--- src/rtl/coder_block_scheduler.sv ---
// Block-level sequencer in front of CODER: forwards one d_flag per block, then either forwards
// (coded) or discards (skipped) one block of ehat/kj words; flushes CODER after the last block.
module coder_block_scheduler #(
    parameter int unsigned MAPPED_ERROR_WIDTH = 19,
    parameter int unsigned ACC_LOG            = 5,
    parameter int unsigned BLOCK_SIZE_LOG     = 8,
    parameter int unsigned BLOCK_COUNT_WIDTH  = 16
) (
    input  logic                          clk,
    input  logic                          rst,
    input  logic                          start,
    input  logic [BLOCK_COUNT_WIDTH-1:0]  num_blocks,
    output logic                          busy,
    output logic                          done,

    input  logic                          dflag_in_data,
    input  logic                          dflag_in_valid,
    output logic                          dflag_in_ready,
    input  logic [MAPPED_ERROR_WIDTH-1:0] ehat_in_data,
    input  logic                          ehat_in_valid,
    output logic                          ehat_in_ready,
    input  logic [ACC_LOG-1:0]            kj_in_data,
    input  logic                          kj_in_valid,
    output logic                          kj_in_ready,

    output logic                          d_flag_out_data,
    output logic                          d_flag_out_valid,
    input  logic                          d_flag_out_ready,
    output logic [MAPPED_ERROR_WIDTH-1:0] ehat_out_data,
    output logic                          ehat_out_valid,
    input  logic                          ehat_out_ready,
    output logic [ACC_LOG-1:0]            kj_out_data,
    output logic                          kj_out_valid,
    input  logic                          kj_out_ready,

    output logic                          flush,
    input  logic                          flushed
);

    localparam int unsigned CNT_W = BLOCK_SIZE_LOG + 1;
    localparam logic [CNT_W-1:0] BLOCK_LEN = {1'b1, {BLOCK_SIZE_LOG{1'b0}}};

    typedef enum logic [2:0] {
        S_IDLE,
        S_FLAG,
        S_CODE,
        S_DRAIN,
        S_FLUSH,
        S_WAIT
    } state_t;

    state_t                       state, state_d;
    logic [CNT_W-1:0]             ehat_cnt, ehat_cnt_d;
    logic [CNT_W-1:0]             kj_cnt, kj_cnt_d;
    logic [BLOCK_COUNT_WIDTH-1:0] blk, blk_d;
    logic [BLOCK_COUNT_WIDTH-1:0] num_q, num_d;
    logic                         done_d;

    logic                         ehat_open, kj_open;
    logic                         ehat_xfer, kj_xfer;
    logic [CNT_W-1:0]             ehat_cnt_inc, kj_cnt_inc;
    logic                         ehat_fin, kj_fin;
    logic                         last_blk;

    // State, counters and the registered done pulse
    always_ff @(posedge clk or negedge rst) begin
        if (!rst) begin
            state    <= S_IDLE;
            ehat_cnt <= '0;
            kj_cnt   <= '0;
            blk      <= '0;
            num_q    <= '0;
            done     <= 1'b0;
        end else begin
            state    <= state_d;
            ehat_cnt <= ehat_cnt_d;
            kj_cnt   <= kj_cnt_d;
            blk      <= blk_d;
            num_q    <= num_d;
            done     <= done_d;
        end
    end

    // Data buses are pure wires; only the handshakes are gated by state
    assign d_flag_out_data = dflag_in_data;
    assign ehat_out_data   = ehat_in_data;
    assign kj_out_data     = kj_in_data;

    assign busy     = (state != S_IDLE);
    assign flush    = (state == S_FLUSH);
    assign last_blk = (blk == (num_q - BLOCK_COUNT_WIDTH'(1)));

    assign ehat_open = (ehat_cnt != BLOCK_LEN);
    assign kj_open   = (kj_cnt != BLOCK_LEN);

    // Next-state and handshake decode
    always_comb begin
        state_d          = state;
        ehat_cnt_d       = ehat_cnt;
        kj_cnt_d         = kj_cnt;
        blk_d            = blk;
        num_d            = num_q;
        done_d           = 1'b0;
        dflag_in_ready   = 1'b0;
        d_flag_out_valid = 1'b0;
        ehat_in_ready    = 1'b0;
        ehat_out_valid   = 1'b0;
        kj_in_ready      = 1'b0;
        kj_out_valid     = 1'b0;
        ehat_xfer        = 1'b0;
        kj_xfer          = 1'b0;
        ehat_cnt_inc     = ehat_cnt;
        kj_cnt_inc       = kj_cnt;
        ehat_fin         = 1'b0;
        kj_fin           = 1'b0;

        case (state)
            S_IDLE: begin
                blk_d      = '0;
                ehat_cnt_d = '0;
                kj_cnt_d   = '0;
                if (start) begin
                    num_d   = num_blocks;
                    state_d = (num_blocks == '0) ? S_FLUSH : S_FLAG;
                end
            end

            S_FLAG: begin
                d_flag_out_valid = dflag_in_valid;
                dflag_in_ready   = d_flag_out_ready;
                if (dflag_in_valid && d_flag_out_ready) begin
                    state_d = dflag_in_data ? S_CODE : S_DRAIN;
                end
            end

            S_CODE, S_DRAIN: begin
                if (state == S_CODE) begin
                    ehat_out_valid = ehat_in_valid & ehat_open;
                    ehat_in_ready  = ehat_out_ready & ehat_open;
                    kj_out_valid   = kj_in_valid & kj_open;
                    kj_in_ready    = kj_out_ready & kj_open;
                end else begin
                    ehat_in_ready  = ehat_open;
                    kj_in_ready    = kj_open;
                end
                ehat_xfer    = ehat_in_valid & ehat_in_ready;
                kj_xfer      = kj_in_valid & kj_in_ready;
                ehat_cnt_inc = ehat_cnt + CNT_W'(ehat_xfer);
                kj_cnt_inc   = kj_cnt + CNT_W'(kj_xfer);
                ehat_fin     = (ehat_cnt_inc == BLOCK_LEN);
                kj_fin       = (kj_cnt_inc == BLOCK_LEN);
                // Block ends on the cycle the slower path completes its last word
                if (ehat_fin && kj_fin) begin
                    ehat_cnt_d = '0;
                    kj_cnt_d   = '0;
                    blk_d      = blk + BLOCK_COUNT_WIDTH'(1);
                    state_d    = last_blk ? S_FLUSH : S_FLAG;
                end else begin
                    ehat_cnt_d = ehat_cnt_inc;
                    kj_cnt_d   = kj_cnt_inc;
                end
            end

            S_FLUSH: begin
                state_d = S_WAIT;
            end

            S_WAIT: begin
                if (flushed) begin
                    done_d  = 1'b1;
                    state_d = S_IDLE;
                end
            end

            default: begin
                state_d = S_IDLE;
            end
        endcase
    end

endmodule

--- config.mk ---
export PLATFORM = sky130hd
export DESIGN_NAME = coder_block_scheduler
export DESIGN_NICKNAME = d
export VERILOG_FILES = /design/src/rtl/coder_block_scheduler.sv
export SDC_FILE = /design/constraint.sdc
export NUM_CORES = 1
export LEC_CHECK = 0
export CORE_MARGIN = 5
export CORE_UTILIZATION = 55
export CTS_BUF_LIST = sky130_fd_sc_hd__clkbuf_4 sky130_fd_sc_hd__clkbuf_8 sky130_fd_sc_hd__clkbuf_16
export DETAILED_ROUTE_END_ITERATION = 16
export PLACE_DENSITY = 0.87
export SKIP_CTS_REPAIR_TIMING = 1
export SLEW_MARGIN = 20
export SYNTH_ARGS = -nofsm -noshare
export SYNTH_HDL_FRONTEND = slang
export SYNTH_SLANG_ARGS = --single-unit
export TNS_END_PERCENT = 10
--- constraint.sdc ---
create_clock -name clk -period 11.1 [get_ports clk]
set_input_delay 2.22 -clock clk [delete_from_list [all_inputs] [get_ports clk]]
set_output_delay 2.22 -clock clk [all_outputs]
set_load 0.02 [all_outputs]
==> results of run 1 <==
[area by class of cell]
type / instances / area, sq um / share of cell area, %
clock inverters: 2 / 37.5 / 0.947
inverters: 9 / 33.8 / 0.852
clock buffers: 6 / 76.3 / 1.92
well taps: 77 / 96.3 / 2.43
multi-input cells: 302 / 1990 / 50.2
flip-flops and latches: 54 / 1350 / 34.1
repair buffers: 39 / 378 / 9.53
[power groups by stage]
| stage | sequential, mW | clock [mW] | combinational (mW) |
|---|---|---|---|
| 2_1_floorplan | 0.284 | 0 | 0.267 |
| 3_3_place_gp | 0.317 | 0 | 0.302 |
| 3_5_place_dp | 0.321 | 0 | 0.316 |
| 4_1_cts | 0.317 | 0.141 | 0.318 |
| 5_1_grt | 0.328 | 0.152 | 0.351 |
| 6_report | 0.319 | 0.142 | 0.319 |
[routing by layer]
metal | up-vias | GRT usage [%] | part of all wire (%)
li1 | 1466 | - | -
met1 | 1503 | 24.9 | 42
met2 | 89 | 35.2 | 52
met3 | 12 | 5.21 | 5.5
met4 | 0 | 8.92 | 1.2
met5 | - | 0 | 0
[sequential cells by signal, summed over array words and instances, names as in the netlist]
signal	cells
blk	16
num_q	16
ehat_cnt	9
kj_cnt	9
state	3
done	1
[through the flow]
step,utilization [%],instance area (sq um),power (mW)
after global routing,62.1,3970,0.831
after floorplan,-,3630,0.552
final,62.1,3970,0.781
after global placement,60.2,3850,0.619
after CTS,62.1,3970,0.777
after detailed placement,60.3,3850,0.638
[cell usage after synthesis, drive strengths merged, types with 7 or more instances]
cell    number  area share, %
nand2       28            2.9
o21ai       26            3.6
a31oi        8            1.4
nand3       18            2.5
buf         25            5.2
mux2        14            4.3
dfrtp       54             37
and3         9            1.6
a22o         8            1.9
a21oi       13            1.8
inv          9           0.93
nor2        31            3.2
xnor2       22            5.3
clkbuf      18            1.9
xor2        11            2.7
nor3        20            2.8
nor4         7            1.2
[layout by cell type, fill, tap and decap left out, drive strengths merged, types with 5 or more instances in the layout]
master | netlist | final
clkdlybuf4s50 | 0 | 35
inv | 9 | 9
nand2 | 28 | 28
o21ai | 26 | 26
nor3 | 20 | 20
or2 | 5 | 5
dfrtp | 54 | 54
nand3 | 18 | 18
clkbuf | 18 | 6
a21oi | 13 | 13
xnor2 | 22 | 22
and3 | 9 | 9
a22o | 8 | 8
and4 | 5 | 5
nor2 | 31 | 31
nor3b | 5 | 5
ha | 6 | 6
a31oi | 8 | 8
mux2 | 14 | 14
or4 | 5 | 5
xor2 | 11 | 11
nor2b | 5 | 5
nor4 | 7 | 7
nand2b | 5 | 5
[final timing paths]
kind                                from        endpoint  slack (ns)  cells past startpoint
min                          ehat_cnt[7]     ehat_cnt[7]        0.55                      1
min reg2reg                  ehat_cnt[7]     ehat_cnt[7]        0.55                      1
max reg2reg                  ehat_cnt[6]     ehat_cnt[4]        6.25                     13
max in group asynchronous            rst       kj_cnt[8]        8.61                      2
max                        ehat_in_valid  ehat_out_valid        5.30                      4
min in group asynchronous            rst        num_q[7]        2.00                      2
[logic make-up after synthesis]
kind of cell    synth area share [%]
fa+ha+maj                       2.07
flops                           37.3
buf+inv                         7.97
xor+xnor                        7.97
simple gates                    24.7
compound gates                  14.9
mux                             5.17
==> flow_summary.ini, run 1 <==
[status]
status = finished clean

[floorplanning]
dieArea_sq_um = 8320
rows = 29
dieWidth_microns = 91.2
die_h_microns = 91.2
initial_core_util_pct = 56.8
core_area_sq_um = 6390
ios = 85

[pwr]
switchingPower_uw = 317
p_int_uw = 464
leakage_nw = 1.62
peakVddDrop_mv = 0.130
p_sw_share_pct = 40.6
seq_power_share_pct = 40.9
p_clk_share_pct = 18.2
pwr-share-comb_pct = 40.9
p_per_area_nw_per_um2 = 197

[synthesis]
yosysSeqAreaShare_pct = 37.3
synth_cells = 408
synth.avg_cell_area_sq_um = 8.89
ys_ff_latch = 54
synth_cell_types = 56
synthFlopType = dfrtp_1
syn_nets = 465
netlist_area_sq_um = 3630
yosysWarnings = 0
synth-edff-count = 0
async_reset_ff_share_pct = 100

[route]
ant_nets = 0
firstDrtPassIters = 4
wl_microns = 8390
drtIter0Drc = 182
vias_per_cell = 6.28
drc = 0
post_drt_wl_per_cell_microns = 17.1
vias = 3070

[setup_path]
crit_path_frequent_cell = clkdlybuf4s50_1
path_cells = clkdlybuf4s50_1 -> nand2b_1 -> nor3_1 -> clkdlybuf4s50_1
cp-end-kind = output port
cp_slowest_cell = clkdlybuf4s50_1
worstSetupStartpointType = input port
criticalPathCategory = in2out
crit_required_ns = 8.88
cp.arrival_ns = 3.58
cp_top_family = buffers and inverters
critical-path-max-stage-delay_ns = 0.65
crit_fanout = 2
crit_buf_inv = 2

[finish]
fin_nets = 468
antenna-diode-count = 0
drive_gt1_share_pct = 8.50
fill_cells = 526
synthToLayoutAreaGrowth_pct = 9.31
final_cells = 489

[clock_tree]
cts_inserted_buffers = 5
cts_tree = done
htree_levels = 2
cts_root_buf = clkbuf_8
cts_max_path_buffers = 2
clk_latency_ns = 0.33
clk_pin_slew_ns = 0.11
clock-sinks = 54

[grt]
grt_first_pass_wirelength_microns = 14300
grtUsageTotal_pct = 20.7
grt_pass1_vias = 2997
grt.overflow.total = 0
grt_max_degree = 55
antenna_found_initial = 0

[sta]
clock_skew_ns = 0.0160
timing.hold.ws_ns = 0.552
rsz0062_at_grt = no
setup_violations = 0
post-route-min-period_ns = 5.80
fin_ws_ns = 5.30
hold_viol_final = 0
maxSlewHeadroom_pct = 37.0
finalCritPeriodShare_pct = 52.2
max_freq_mhz = 172
worst_slew_pin_slew_ns = 0.942
tns_ns = 0
final_max_slew_viol_count = 0

[placed_design]
hpwl_microns = 6040
pre_cts_ws_ns = 5.22
dpl.cell_count = 481
port_buffers = 36
gp_congestion = 0.876

[min_path]
min_path_type = reg2reg

[flow_run]
drv_cap = 0
No activity file was read; power rests on OpenSTA's default activity.
==> inputs of run 2 (changes only) <==
--- a/config.mk
+++ b/config.mk
@@ -6,10 +6,10 @@
 export NUM_CORES = 1
 export LEC_CHECK = 0
 export CORE_MARGIN = 5
-export CORE_UTILIZATION = 55
+export CORE_UTILIZATION = 51
 export CTS_BUF_LIST = sky130_fd_sc_hd__clkbuf_4 sky130_fd_sc_hd__clkbuf_8 sky130_fd_sc_hd__clkbuf_16
 export DETAILED_ROUTE_END_ITERATION = 16
-export PLACE_DENSITY = 0.87
+export PLACE_DENSITY = 0.81
 export SKIP_CTS_REPAIR_TIMING = 1
 export SLEW_MARGIN = 20
 export SYNTH_ARGS = -nofsm -noshare
==> constraint.sdc (replaced) <==
create_clock -name clk -period 5.7 [get_ports clk]
set_input_delay 1.14 -clock clk [delete_from_list [all_inputs] [get_ports clk]]
set_output_delay 1.14 -clock clk [all_outputs]
set_load 0.02 [all_outputs]
==> run 2 against run 1 <==
Net effect: sequential power increased by 95%; sequential share of layout area down 0.15 points; combinational power up 92%; non-clock buffer count grew 1; first-iteration DRC count shrank 18%; final area is 0.44% higher; core utilization is 4.1 points lower; final cell count rose by 4.1%; total power increased by 89%; setup slack worse by 4.4 ns; largest power group unchanged.
==> flow_summary.ini, run 2 (synthesized netlist as in run 1, its figures left out) <==
[clock_tree]
cts_inserted_buffers = 5
htree_levels = 2
clk_pin_slew_ns = 0.10
cts_max_path_buffers = 2
clock-sinks = 54
cts_root_buf = clkbuf_8
cts_tree = done
clk_latency_ns = 0.31

[route]
wl_microns = 8060
ant_nets = 0
drtIter0Drc = 150
post_drt_wl_per_cell_microns = 15.8
vias = 3032
drc = 0
vias_per_cell = 5.96
firstDrtPassIters = 5

[sta]
clock_skew_ns = 0.0138
worst_slew_pin_slew_ns = 0.907
final_max_slew_viol_count = 0
max_freq_mhz = 209
finalCritPeriodShare_pct = 83.9
timing.hold.ws_ns = 0.538
hold_viol_final = 0
maxSlewHeadroom_pct = 39.3
rsz0062_at_grt = no
post-route-min-period_ns = 4.78
setup_violations = 0
tns_ns = 0

[setup_path]
crit_fanout = 24
rr_endpoint = state[0]
path_cells = or3b_2 -> or2_2 -> nor4_1 -> nand2b_1 -> a21oi_1 -> ha_1 -> ha_1 -> or4_1 -> nor2_1 -> nand4_1 -> and2_1 -> o21ai_0 -> o21ai_0
crit_buf_inv = 0
worstSetupStartpointType = flip-flop
reg2reg_depth = 13
critical-path-max-stage-delay_ns = 0.71
cp_top_family = simple AND/OR/NAND/NOR gates
regToRegStartpoint = ehat_cnt[6]
cp-end-kind = flip-flop
r2r_setup_slack_ns = 0.92
cp.arrival_ns = 4.96
crit_start = ehat_cnt[6]
criticalPathCategory = reg2reg
cp_slowest_cell = nand4_1
crit_required_ns = 5.88

[grt]
grt_max_degree = 55
top_usage_layer = met2
met3_usage_pct = 5.10
grt_pass1_vias = 3030
grt.overflow.total = 0
antenna_found_initial = 0
use_met1_pct = 23.7
met2_usage_pct = 34.6
grt_first_pass_wirelength_microns = 14000
grtUsageTotal_pct = 19.4

[finish]
top_regs = blk: 16 flops, num_q: 16 flops
final_cells = 509
fin_nets = 469
synthToLayoutAreaGrowth_pct = 9.80
antenna-diode-count = 0
drive_gt1_share_pct = 8.47
layout_common_cells = dfrtp_1, clkdlybuf4s50_1, nor2_1
layout_commonest_cell = dfrtp_1

[pwr]
p_per_area_nw_per_um2 = 371
leakage_nw = 1.63
peakVddDrop_mv = 0.217

[floorplanning]
rows = 30
initial_core_util_pct = 52.8
core_area_sq_um = 6870
die_h_microns = 94.3
dieWidth_microns = 94.3
dieArea_sq_um = 8900
ios = 85

[min_path]
min-delay-start = kj_cnt[6]
min_path_type = reg2reg
holdPathEnd = kj_cnt[6]
hold_depth = 1

[status]
status = finished clean

[flow_run]
drv_cap = 0

[placed_design]
hpwl_microns = 5850
port_buffers = 36
gp_congestion = 0.892
dpl.cell_count = 501
[run 2: cell types whose count changed in the layout (fill, tap and decap cells not counted)]
| cell | before | now |
|---|---|---|
| clkinvlp_4 | 1 | 0 |
| bufinv_16 | 1 | 0 |
| nor3_2 | 1 | 0 |
| nor3_1 | 19 | 20 |
| buf_4 | 3 | 4 |
| clkbuf_4 | 1 | 0 |
| clkbuf_8 | 5 | 7 |
| clkinv_4 | 0 | 1 |
[run 2: worst register-to-register path, delay by kind of cell (launching register included)]
| kind | cells | cell delay, ns |
|---|---|---|
| fa+ha+maj | 2 | 0.51 |
| simple gates | 8 | 3.25 |
| compound gates | 3 | 0.44 |
| flops | 1 | 0.45 |
[run 2: per-layer routing]
layer  share of wire [%]  vias up
met3                 5.7       10
met2                  51       90
li1                    -     1457
met5                   0        -
met1                  42     1475
met4                0.65        0
[run 2: where the power goes]
group	internal [mW]	switching, mW
Clock	0.112	0.131
Combinational	0.298	0.316
Sequential	0.470	0.152
Total	0.880	0.599
[run 2: cell type report]
type	instances	area [sq um]
multi-input combinational	302	1990
tap	96	120
sequential	54	1350
timing repair buffer	40	385
inverter	9	33.8
clock inverter	1	8.76
fill	600	2890
clock buffer	7	96.3
[run 2: worst max path at each step]
stage	endpoint	cells after the start
floorplan	blk[6]	14
global placement	ehat_cnt[4]	12
detailed placement	state[0]	12
CTS	state[0]	13
global route	ehat_cnt[4]	13
finish	state[0]	13
[run 2: through the flow]
step	worst slack, ns	util, %	total power, mW	area, sq um
6_report	0.920	58.0	1.48	3980
5_1_grt	0.641	58.0	1.59	3980
4_1_cts	0.948	58.0	1.48	3980
3_5_place_dp	0.860	56.4	1.24	3880
3_3_place_gp	1.00	56.4	1.21	3880
2_1_floorplan	1.99	-	1.07	3630
